$ cat config.mk
export PLATFORM = sky130hd
export DESIGN_NAME = wb_port_arbiter
export DESIGN_NICKNAME = d
export VERILOG_FILES = /design/src/rtl/wb_port_arbiter.sv
export SDC_FILE = /design/constraint.sdc
export NUM_CORES = 1
export LEC_CHECK = 0
export BUFFER_PORTS_ARGS = -buffer_cell sky130_fd_sc_hd__buf_2
export CAP_MARGIN = 10
export CORE_ASPECT_RATIO = 1.4
export CORE_UTILIZATION = 45
export CTS_CLUSTER_DIAMETER = 40
export CTS_CLUSTER_SIZE = 14
export DETAILED_ROUTE_END_ITERATION = 16
export HOLD_SLACK_MARGIN = 0.12
export PLACE_DENSITY = 0.82
export SETUP_SLACK_MARGIN = 0.4
export SLEW_MARGIN = 20
export SYNTH_ARGS = -nofsm -noshare
export SYNTH_HDL_FRONTEND = slang
export SYNTH_SLANG_ARGS = --single-unit
export TNS_END_PERCENT = 100
$ cat constraint.sdc
create_clock -name CLK -period 8.1 [get_ports CLK]
set_clock_uncertainty 0.1 [all_clocks]
set_input_delay 1.62 -clock CLK [delete_from_list [all_inputs] [get_ports CLK]]
set_output_delay 1.62 -clock CLK [all_outputs]
set_load 0.01 [all_outputs]
$ cat src/rtl/wb_port_arbiter.sv
// Register-file write-port arbiter: pipeline writeback vs buffered mult/div results.
// Optional perf counters: define WB_ARB_PERF_EN.
module wb_port_arbiter #(
  parameter int MD_DEPTH   = 2,
  parameter int STARVE_MAX = 4
) (
  input  logic        CLK,
  input  logic        RST,
  input  logic        flush,
  input  logic        pipe_wen,
  input  logic [4:0]  pipe_wsel,
  input  logic [31:0] pipe_wdat,
  input  logic        md_valid,
  input  logic [4:0]  md_wsel,
  input  logic [31:0] md_wdat,
  output logic        md_ready,
  output logic        rf_wen,
  output logic [4:0]  rf_wsel,
  output logic [31:0] rf_wdat,
  output logic        wb_stall
`ifdef WB_ARB_PERF_EN
  ,
  output logic [31:0] perf_stall_cnt,
  output logic [31:0] perf_drain_cnt
`endif
);

  localparam int AW = $clog2(MD_DEPTH);
  localparam int CW = AW + 1;
  localparam int SW = $clog2(STARVE_MAX + 1);

  typedef enum logic [0:0] {
    PIPE_PRI = 1'b0,
    DRAIN    = 1'b1
  } state_t;

  state_t              r_state;
  state_t              w_state_nx;
  logic [AW-1:0]       r_rd_ptr;
  logic [AW-1:0]       r_wr_ptr;
  logic [CW-1:0]       r_count;
  logic [SW-1:0]       r_starve;
  logic [SW-1:0]       w_starve_nx;
  logic [MD_DEPTH-1:0] r_vld;
  logic [4:0]          r_sel [MD_DEPTH];
  logic [31:0]         r_dat [MD_DEPTH];

  logic w_preq;
  logic w_conflict;
  logic w_empty;
  logic w_ready;
  logic w_push;
  logic w_last;
  logic w_pop;
  logic w_grant;
  logic w_stall;
  logic w_starved;

  // Request qualification, WAW hazard detection and buffer status
  always_comb begin
    w_preq     = pipe_wen & ~flush & (pipe_wsel != 5'd0);
    w_conflict = 1'b0;
    for (int i = 0; i < MD_DEPTH; i++) begin
      w_conflict = w_conflict | (r_vld[i] & (r_sel[i] == pipe_wsel));
    end
    w_conflict = w_conflict & w_preq;
    w_empty    = (r_count == CW'(0));
    w_ready    = (r_count < CW'(MD_DEPTH));
    w_push     = md_valid & w_ready & (md_wsel != 5'd0);
    w_last     = (r_count == CW'(1)) & ~w_push;
    w_starved  = w_preq & (r_starve == SW'(STARVE_MAX)) & ~w_empty;
  end

  // Arbitration and next-state decision
  always_comb begin
    w_pop       = 1'b0;
    w_grant     = 1'b0;
    w_stall     = 1'b0;
    w_state_nx  = r_state;
    w_starve_nx = r_starve;
    case (r_state)
      PIPE_PRI: begin
        if (w_conflict || w_starved) begin
          w_pop       = 1'b1;
          w_stall     = 1'b1;
          w_starve_nx = SW'(0);
          // A single-entry drain finishes in the same cycle it starts.
          w_state_nx  = w_last ? PIPE_PRI : DRAIN;
        end else if (w_preq) begin
          w_grant = 1'b1;
          if (w_empty) begin
            w_starve_nx = SW'(0);
          end else if (r_starve == SW'(STARVE_MAX)) begin
            w_starve_nx = r_starve;
          end else begin
            w_starve_nx = r_starve + SW'(1);
          end
        end else if (!w_empty) begin
          w_pop       = 1'b1;
          w_starve_nx = SW'(0);
        end else begin
          w_pop = 1'b0;
        end
      end
      DRAIN: begin
        w_stall = w_preq;
        if (!w_empty) begin
          w_pop       = 1'b1;
          w_state_nx  = w_last ? PIPE_PRI : DRAIN;
          w_starve_nx = w_last ? SW'(0) : r_starve;
        end else begin
          w_state_nx  = PIPE_PRI;
          w_starve_nx = SW'(0);
        end
      end
      default: begin
        w_state_nx  = PIPE_PRI;
        w_starve_nx = SW'(0);
      end
    endcase
  end

  // Write-port mux; everything reads as zero while reset is held
  always_comb begin
    rf_wen  = 1'b0;
    rf_wsel = 5'd0;
    rf_wdat = 32'd0;
    if (RST) begin
      rf_wen = 1'b0;
    end else if (w_pop) begin
      rf_wen  = 1'b1;
      rf_wsel = r_sel[r_rd_ptr];
      rf_wdat = r_dat[r_rd_ptr];
    end else if (w_grant) begin
      rf_wen  = 1'b1;
      rf_wsel = pipe_wsel;
      rf_wdat = pipe_wdat;
    end else begin
      rf_wen = 1'b0;
    end
  end

  assign wb_stall = ~RST & w_stall;
  assign md_ready = ~RST & w_ready;

  // Control state, pointers, occupancy and per-entry valid bits
  always_ff @(posedge CLK) begin
    if (RST) begin
      r_state  <= PIPE_PRI;
      r_rd_ptr <= AW'(0);
      r_wr_ptr <= AW'(0);
      r_count  <= CW'(0);
      r_starve <= SW'(0);
      r_vld    <= '0;
    end else begin
      r_state  <= w_state_nx;
      r_starve <= w_starve_nx;
      r_count  <= r_count + CW'(w_push) - CW'(w_pop);
      if (w_pop) begin
        r_vld[r_rd_ptr] <= 1'b0;
        r_rd_ptr        <= r_rd_ptr + AW'(1);
      end
      if (w_push) begin
        r_vld[r_wr_ptr] <= 1'b1;
        r_wr_ptr        <= r_wr_ptr + AW'(1);
      end
    end
  end

  // Buffer payload storage; validity is tracked by r_vld and r_count
  always_ff @(posedge CLK) begin
    if (!RST && w_push) begin
      r_sel[r_wr_ptr] <= md_wsel;
      r_dat[r_wr_ptr] <= md_wdat;
    end
  end

`ifdef WB_ARB_PERF_EN
  // Stall-cycle and drain-entry counters, free-running modulo 2^32
  always_ff @(posedge CLK) begin
    if (RST) begin
      perf_stall_cnt <= 32'd0;
      perf_drain_cnt <= 32'd0;
    end else begin
      perf_stall_cnt <= perf_stall_cnt + {31'd0, w_stall};
      perf_drain_cnt <= perf_drain_cnt +
                        {31'd0, (r_state == PIPE_PRI) && (w_state_nx == DRAIN)};
    end
  end
`endif

endmodule

Yosys cells after proc, flatten, opt, wreduce, memory -nomap -nowiden. Memory sizes are Yosys's and may differ from the RTL's. A register that Yosys moved wholly into a read port is not among the register bits. Cells that the tools add are included.

Memory bits (writable): 74. Output and inout port bits: 40. Input port bits: 79. Register bits: 10. Memories kept: 2.

Eq/ne operators: 7. Muxes and demuxes: 43. Bitwise logic cells: 21. Reduce and logical (&&, ||, !) cells: 9. Order comparisons: 5. $add $sub $neg: 5.

Memory list: r_dat (depth 2, width 32, read ports 1, clocked after memory_dff 1, wr ports 1, RTL line 46) `logic [31:0] r_dat [MD_DEPTH];`; r_sel (depth 2, width 5, read ports 3, clocked after memory_dff 1, wr ports 1, RTL line 45) `logic [4:0] r_sel [MD_DEPTH];`.

Operators by type and width (count): $mux W32 (3); $mux W1 (21); $mux W3 (7); $mux W5 (3); $and A1 B1 Y1 (12); $eq A5 B5 Y1 (2); $reduce_bool A5 Y1 (2); $mux W2 (3); $pmux W1 S2 (3); $pmux W3 S2 (1); $ne A5 B5 Y1 const B (1); $not A1 Y1 (5); $lt A1 B2 Y1 const B (2); $ne A4 B4 Y1 const B (1); $add A3 B1 Y3 const B (1); $eq A3 B3 Y1 const B (1); $logic_and A1 B1 Y1 (3); $ne A3 B1 Y1 const B (1); $reduce_and A3 Y1 (1); $add A1 B1 Y1 const B (2); $add A2 B1 Y2 (1); $and A2 B2 Y2 (1); $demux W1 S1 (2); $eq A2 B1 Y1 const B (1); 9 further kinds (10).

Depth between registers and ports, before layout.
Depth in word-level cells: 12. Mapped depth: 9.

Worst setup path after synthesis. No wires, ideal clock.

Path type: input to register. From: in md_wsel[3]. To: mem r_dat[0][0], enable pin. Setup time: 0.527 ns. Path slack: 2.049 ns. Stages on the path: 3. Arrival time: 5.423 ns. Data required time: 7.473 ns. Path through: or4_1 o21ai_0 nor4_1.

Cells in the longest elaborated chain, start to end: 5.

Ends and longest elaborated chain: start: declaration (RTL line 14) `input logic [4:0] md_wsel,`; $reduce_bool A5 Y1 (RTL line 69) `w_push = md_valid & w_ready & (md_wsel != 5'd0);`; $and A1 B1 Y1 (RTL line 69); $logic_and A1 B1 Y1 (RTL line 172) `if (!RST && w_push) begin`; $mux W1 (RTL line 172); $mux W1 (implied by the code) (RTL line 174) `r_dat[r_wr_ptr] <= md_wdat;`; end: declaration (RTL line 46).

No other way between the ends.

Final worst setup path.
From: in pipe_wsel[4]. To: out rf_wdat[21].

Cells in the longest elaborated chain, start to end: 10. Elaborated cells on any way between the ends: 20. Classes of those cells: 2 x eq/ne; 9 x mux; 7 x bitwise; 2 x reduce/logical.

Ends and longest elaborated chain: start: declaration (RTL line 11) `input logic [4:0] pipe_wsel,`; $eq A5 B5 Y1 or $reduce_bool A5 Y1 (tied branches) (RTL line 64, 61); $and A1 B1 Y1 (on tied branches) (RTL line 64, 61); $or A1 B1 Y1 or $and A1 B1 Y1 (tied branches) (RTL line 64, 71); $and A1 B1 Y1 (on tied branches) (RTL line 66, 71); $logic_or A1 B1 Y1 (RTL line 83) `if (w_conflict || w_starved) begin`; $mux W1 (RTL line 83); $mux W1 (RTL line 81) `case (r_state)`; $mux W32 (RTL line 134) `end else if (w_grant) begin`; $mux W32 * (RTL line 130) `end else if (w_pop) begin`; $mux W32 * (RTL line 128) `if (RST) begin`; end: declaration (RTL line 19) `output logic [31:0] rf_wdat,`.

Every way passes the cells marked *; elsewhere a longest branch is shown, timed or not.

==> flow_metrics.env <==
export IMPL_ys_async_sr_fraction=0
export IMPL_crit_path_end_kind="primary output"
export IMPL_netlist_area_um2=4000
export IMPL_dpl_worst_slack_ns=2.29
export IMPL_dp_hpwl_mm=5.37
export IMPL_drt_iter0_drc=93
export IMPL_status="finished clean"
export IMPL_die_w_um=81.7
export IMPL_vdd_drop_max_mv=0.197
export IMPL_place_port_buffers=118
export IMPL_drt_total_wl_mm=7.92
export IMPL_h_tree_depth=3
export IMPL_ys_seq_area_frac=0.610
export IMPL_rsz0062_at_grt="false"
export IMPL_viasPerCell=5.34
export IMPL_cts_max_path_buffers=2
export IMPL_finalWorstSetupSlack_ns=2.28
export IMPL_cp_required_ns=6.38
export IMPL_maxSlewHeadroom=0.312
export IMPL_gp_congestion=0.786
export IMPL_vias=2757
export IMPL_synth_warnings=0
export IMPL_cts_resized_gates=0
export IMPL_synth_area_leaders="edfxtp_1 56%, mux2i_1 9.3%, a211oi_2 6.9%"
export IMPL_r2r_start="r_sel[0][0]$_DFFE_PP_"
export IMPL_syn_avg_cell_area_um2=13.7
export IMPL_grt_max_degree=79
export IMPL_p_leak_uw=0.00193
export IMPL_cp_top_family="buffers and inverters"
export IMPL_clk_root_buffer_cell="clkbuf_16"
export IMPL_ctsHoldBuffers=0
export IMPL_cts_tree="done"
export IMPL_cap_viol_max_count=0
export IMPL_yosys_area_top_type="edfxtp_1"
export IMPL_crit_top_cell="buf_2"
export IMPL_area_growth_pct=24.4
export IMPL_layout_nets=488
export IMPL_cts_inserted_buffers=9
export IMPL_fillers=712
export IMPL_clock_sinks=85
export IMPL_insertion_delay_ns=0.33
export IMPL_ys_flop_type="edfxtp_1"
export IMPL_initial_core_util=0.465
export IMPL_drt_pass1_iter_count=4
export IMPL_slowest_delay_ns=0.66
export IMPL_clk_pin_slew_ns=0.06
export IMPL_crit_chain="buf_2 > xor2_1 > nor4_1 > a32oi_2 > o22ai_4 > buf_4 > nor2_1 > a211oi_1 > buf_2"
export IMPL_fmax_mhz=172
export IMPL_pwr_density_cell_nw_per_um2=284
export IMPL_worst_pin_slew_ns=1.03
export IMPL_die_h_um=114
export IMPL_drc_errors=0
export IMPL_final_hold_viol_count=0
export IMPL_cp_startpoint="pipe_wsel[4]"
export IMPL_hold_start="r_vld[1]$_SDFF_PP0_"
export IMPL_diodes=0
export IMPL_synth_cells=292
export IMPL_synth_top_area_frac=0.555
export IMPL_pin_count=119
export IMPL_post_route_min_period_ns=5.82
export IMPL_fin_crit_sh=0.719
export IMPL_cp_arrival_ns=4.10
export IMPL_timing_setup_tns_ns=0
export IMPL_ys_types=41
export IMPL_start_kind="input pin"
export IMPL_cpMaxStageDelayCell="buf_4"
export IMPL_syn_num_nets=374
export IMPL_ant_nets=0
export IMPL_ys_ff_latch=85
export IMPL_num_rows=40
export IMPL_drv_slew=0
export IMPL_wl_per_cell_um=15.3
export IMPL_core_area_um2=8610
export IMPL_design_die_area_um2=9280
export IMPL_grt_pass1_wl_mm=12.1
export IMPL_grt_pass1_vias=2662
export IMPL_grt_overflow=0
export IMPL_drive_gt1_frac=0.411
export IMPL_antenna_found_initial=0
export IMPL_finalSetupViolCount=0
export IMPL_grt_usage=0.180
export IMPL_cp_num_buf_inv=3
export IMPL_path_max_fanout=78
export IMPL_worstSetupPathType="input pin to primary output"
export IMPL_post_cts_setup_buffer_count=0
export IMPL_synth_edf_count=74
export IMPL_hold_path_class="flip-flop to flip-flop"
power breakdown:
| part | internal (µW) | total, µW | switching (µW) | leakage (µW) |
|---|---|---|---|---|
| clock network | 311 | 467 | 156 | 0.000166 |
| registers | 523 | 573 | 49.9 | 0.000769 |
| logic | 154 | 376 | 222 | 0.000998 |
| total | 987 | 1420 | 428 | 0.00193 |
metal layers:
layer | part of all wire | global-route usage
met1 | 0.37 | 0.183
met2 | 0.54 | 0.322
met3 | 0.045 | 0.0296
met4 | 0.044 | 0.135
met5 | 0 | 0
registers in the layout (all words and copies together), names as in the netlist, named ones only:
signal and flops:
r_wr_ptr 1, r_state 1, r_dat 64, r_starve 3, r_sel 10, r_count 2
r_vld 2, r_rd_ptr 1
cells in the final DEF (no fill, tap or decap), types with 2 or more instances in the layout:
master	Yosys	layout
dfxtp_1	11	10
buf_4	2	2
a21oi_1	4	4
xnor2_1	3	3
nor4_1	3	2
clkbuf_16	0	9
a211oi_2	22	22
nand2_2	1	2
ha_1	3	3
nand2_1	3	2
xor2_1	9	9
nor2_1	48	48
buf_2	1	118
inv_1	9	9
nor3b_1	2	2
mux2i_1	37	37
bufinv_16	0	3
nor2b_1	3	3
nor3_1	4	4
edfxtp_1	74	74
a211oi_1	16	16
o21ai_0	4	4
cells by family after synthesis:
kind of cell	count (synthesis)	share of synthesized area
AND/OR/NAND/NOR	72	0.0819
AO/OA/AOI/OAI	56	0.137
adder cells (fa/ha/maj)	3	0.00938
flip-flops	85	0.610
multiplexers	38	0.0954
XOR/XNOR	12	0.0263
buffers and inverters	26	0.0397
stage by stage:
step | cell area [µm²] | hold WS (ns) | power, µW | util | std cells
2_1_floorplan | 4000 | 0.341 | 872 | - | 292
3_3_place_gp | 4620 | 0.353 | 948 | 0.537 | 500
3_5_place_dp | 4630 | 0.365 | 961 | 0.538 | 500
4_1_cts | 4980 | 0.379 | 1430 | 0.578 | 516
5_1_grt | 4980 | 0.403 | 1490 | 0.578 | 516
6_report | 4980 | 0.381 | 1420 | 0.578 | 516
cell usage after synthesis, types with 2 or more instances:
cell,instances
xor2_1,9
buf_6,7
nor3_1,4
o21ai_0,4
nand2_1,3
nor2_1,48
nor4_1,3
a211oi_1,16
ha_1,3
edfxtp_1,74
nor3b_1,2
dfxtp_1,11
a211oi_2,22
and3_1,2
nor2b_1,3
mux2i_1,37
inv_1,9
a21oi_1,4
xnor2_1,3
clkbuf_1,6
buf_4,2
final timing paths:
kind,to,slack [ns],cells past startpoint
setup reg to reg,r_count[1]$_SDFF_PP0_,5.03,9
setup / recovery,rf_wdat[21],2.28,9
hold reg to reg,r_vld[1]$_SDFF_PP0_,0.38,1
hold / removal,r_vld[1]$_SDFF_PP0_,0.38,1
layout make-up:
class	instances	area (µm²)	area share
clock buffer	11	243	0.0488
clock inverter	5	106	0.0214
inverter	9	33.8	0.00679
multi-input combinational	181	1410	0.283
sequential	85	2450	0.492
tap	105	131	0.0264
timing repair buffer	120	606	0.122
Power figures use the tool's default switching activity.
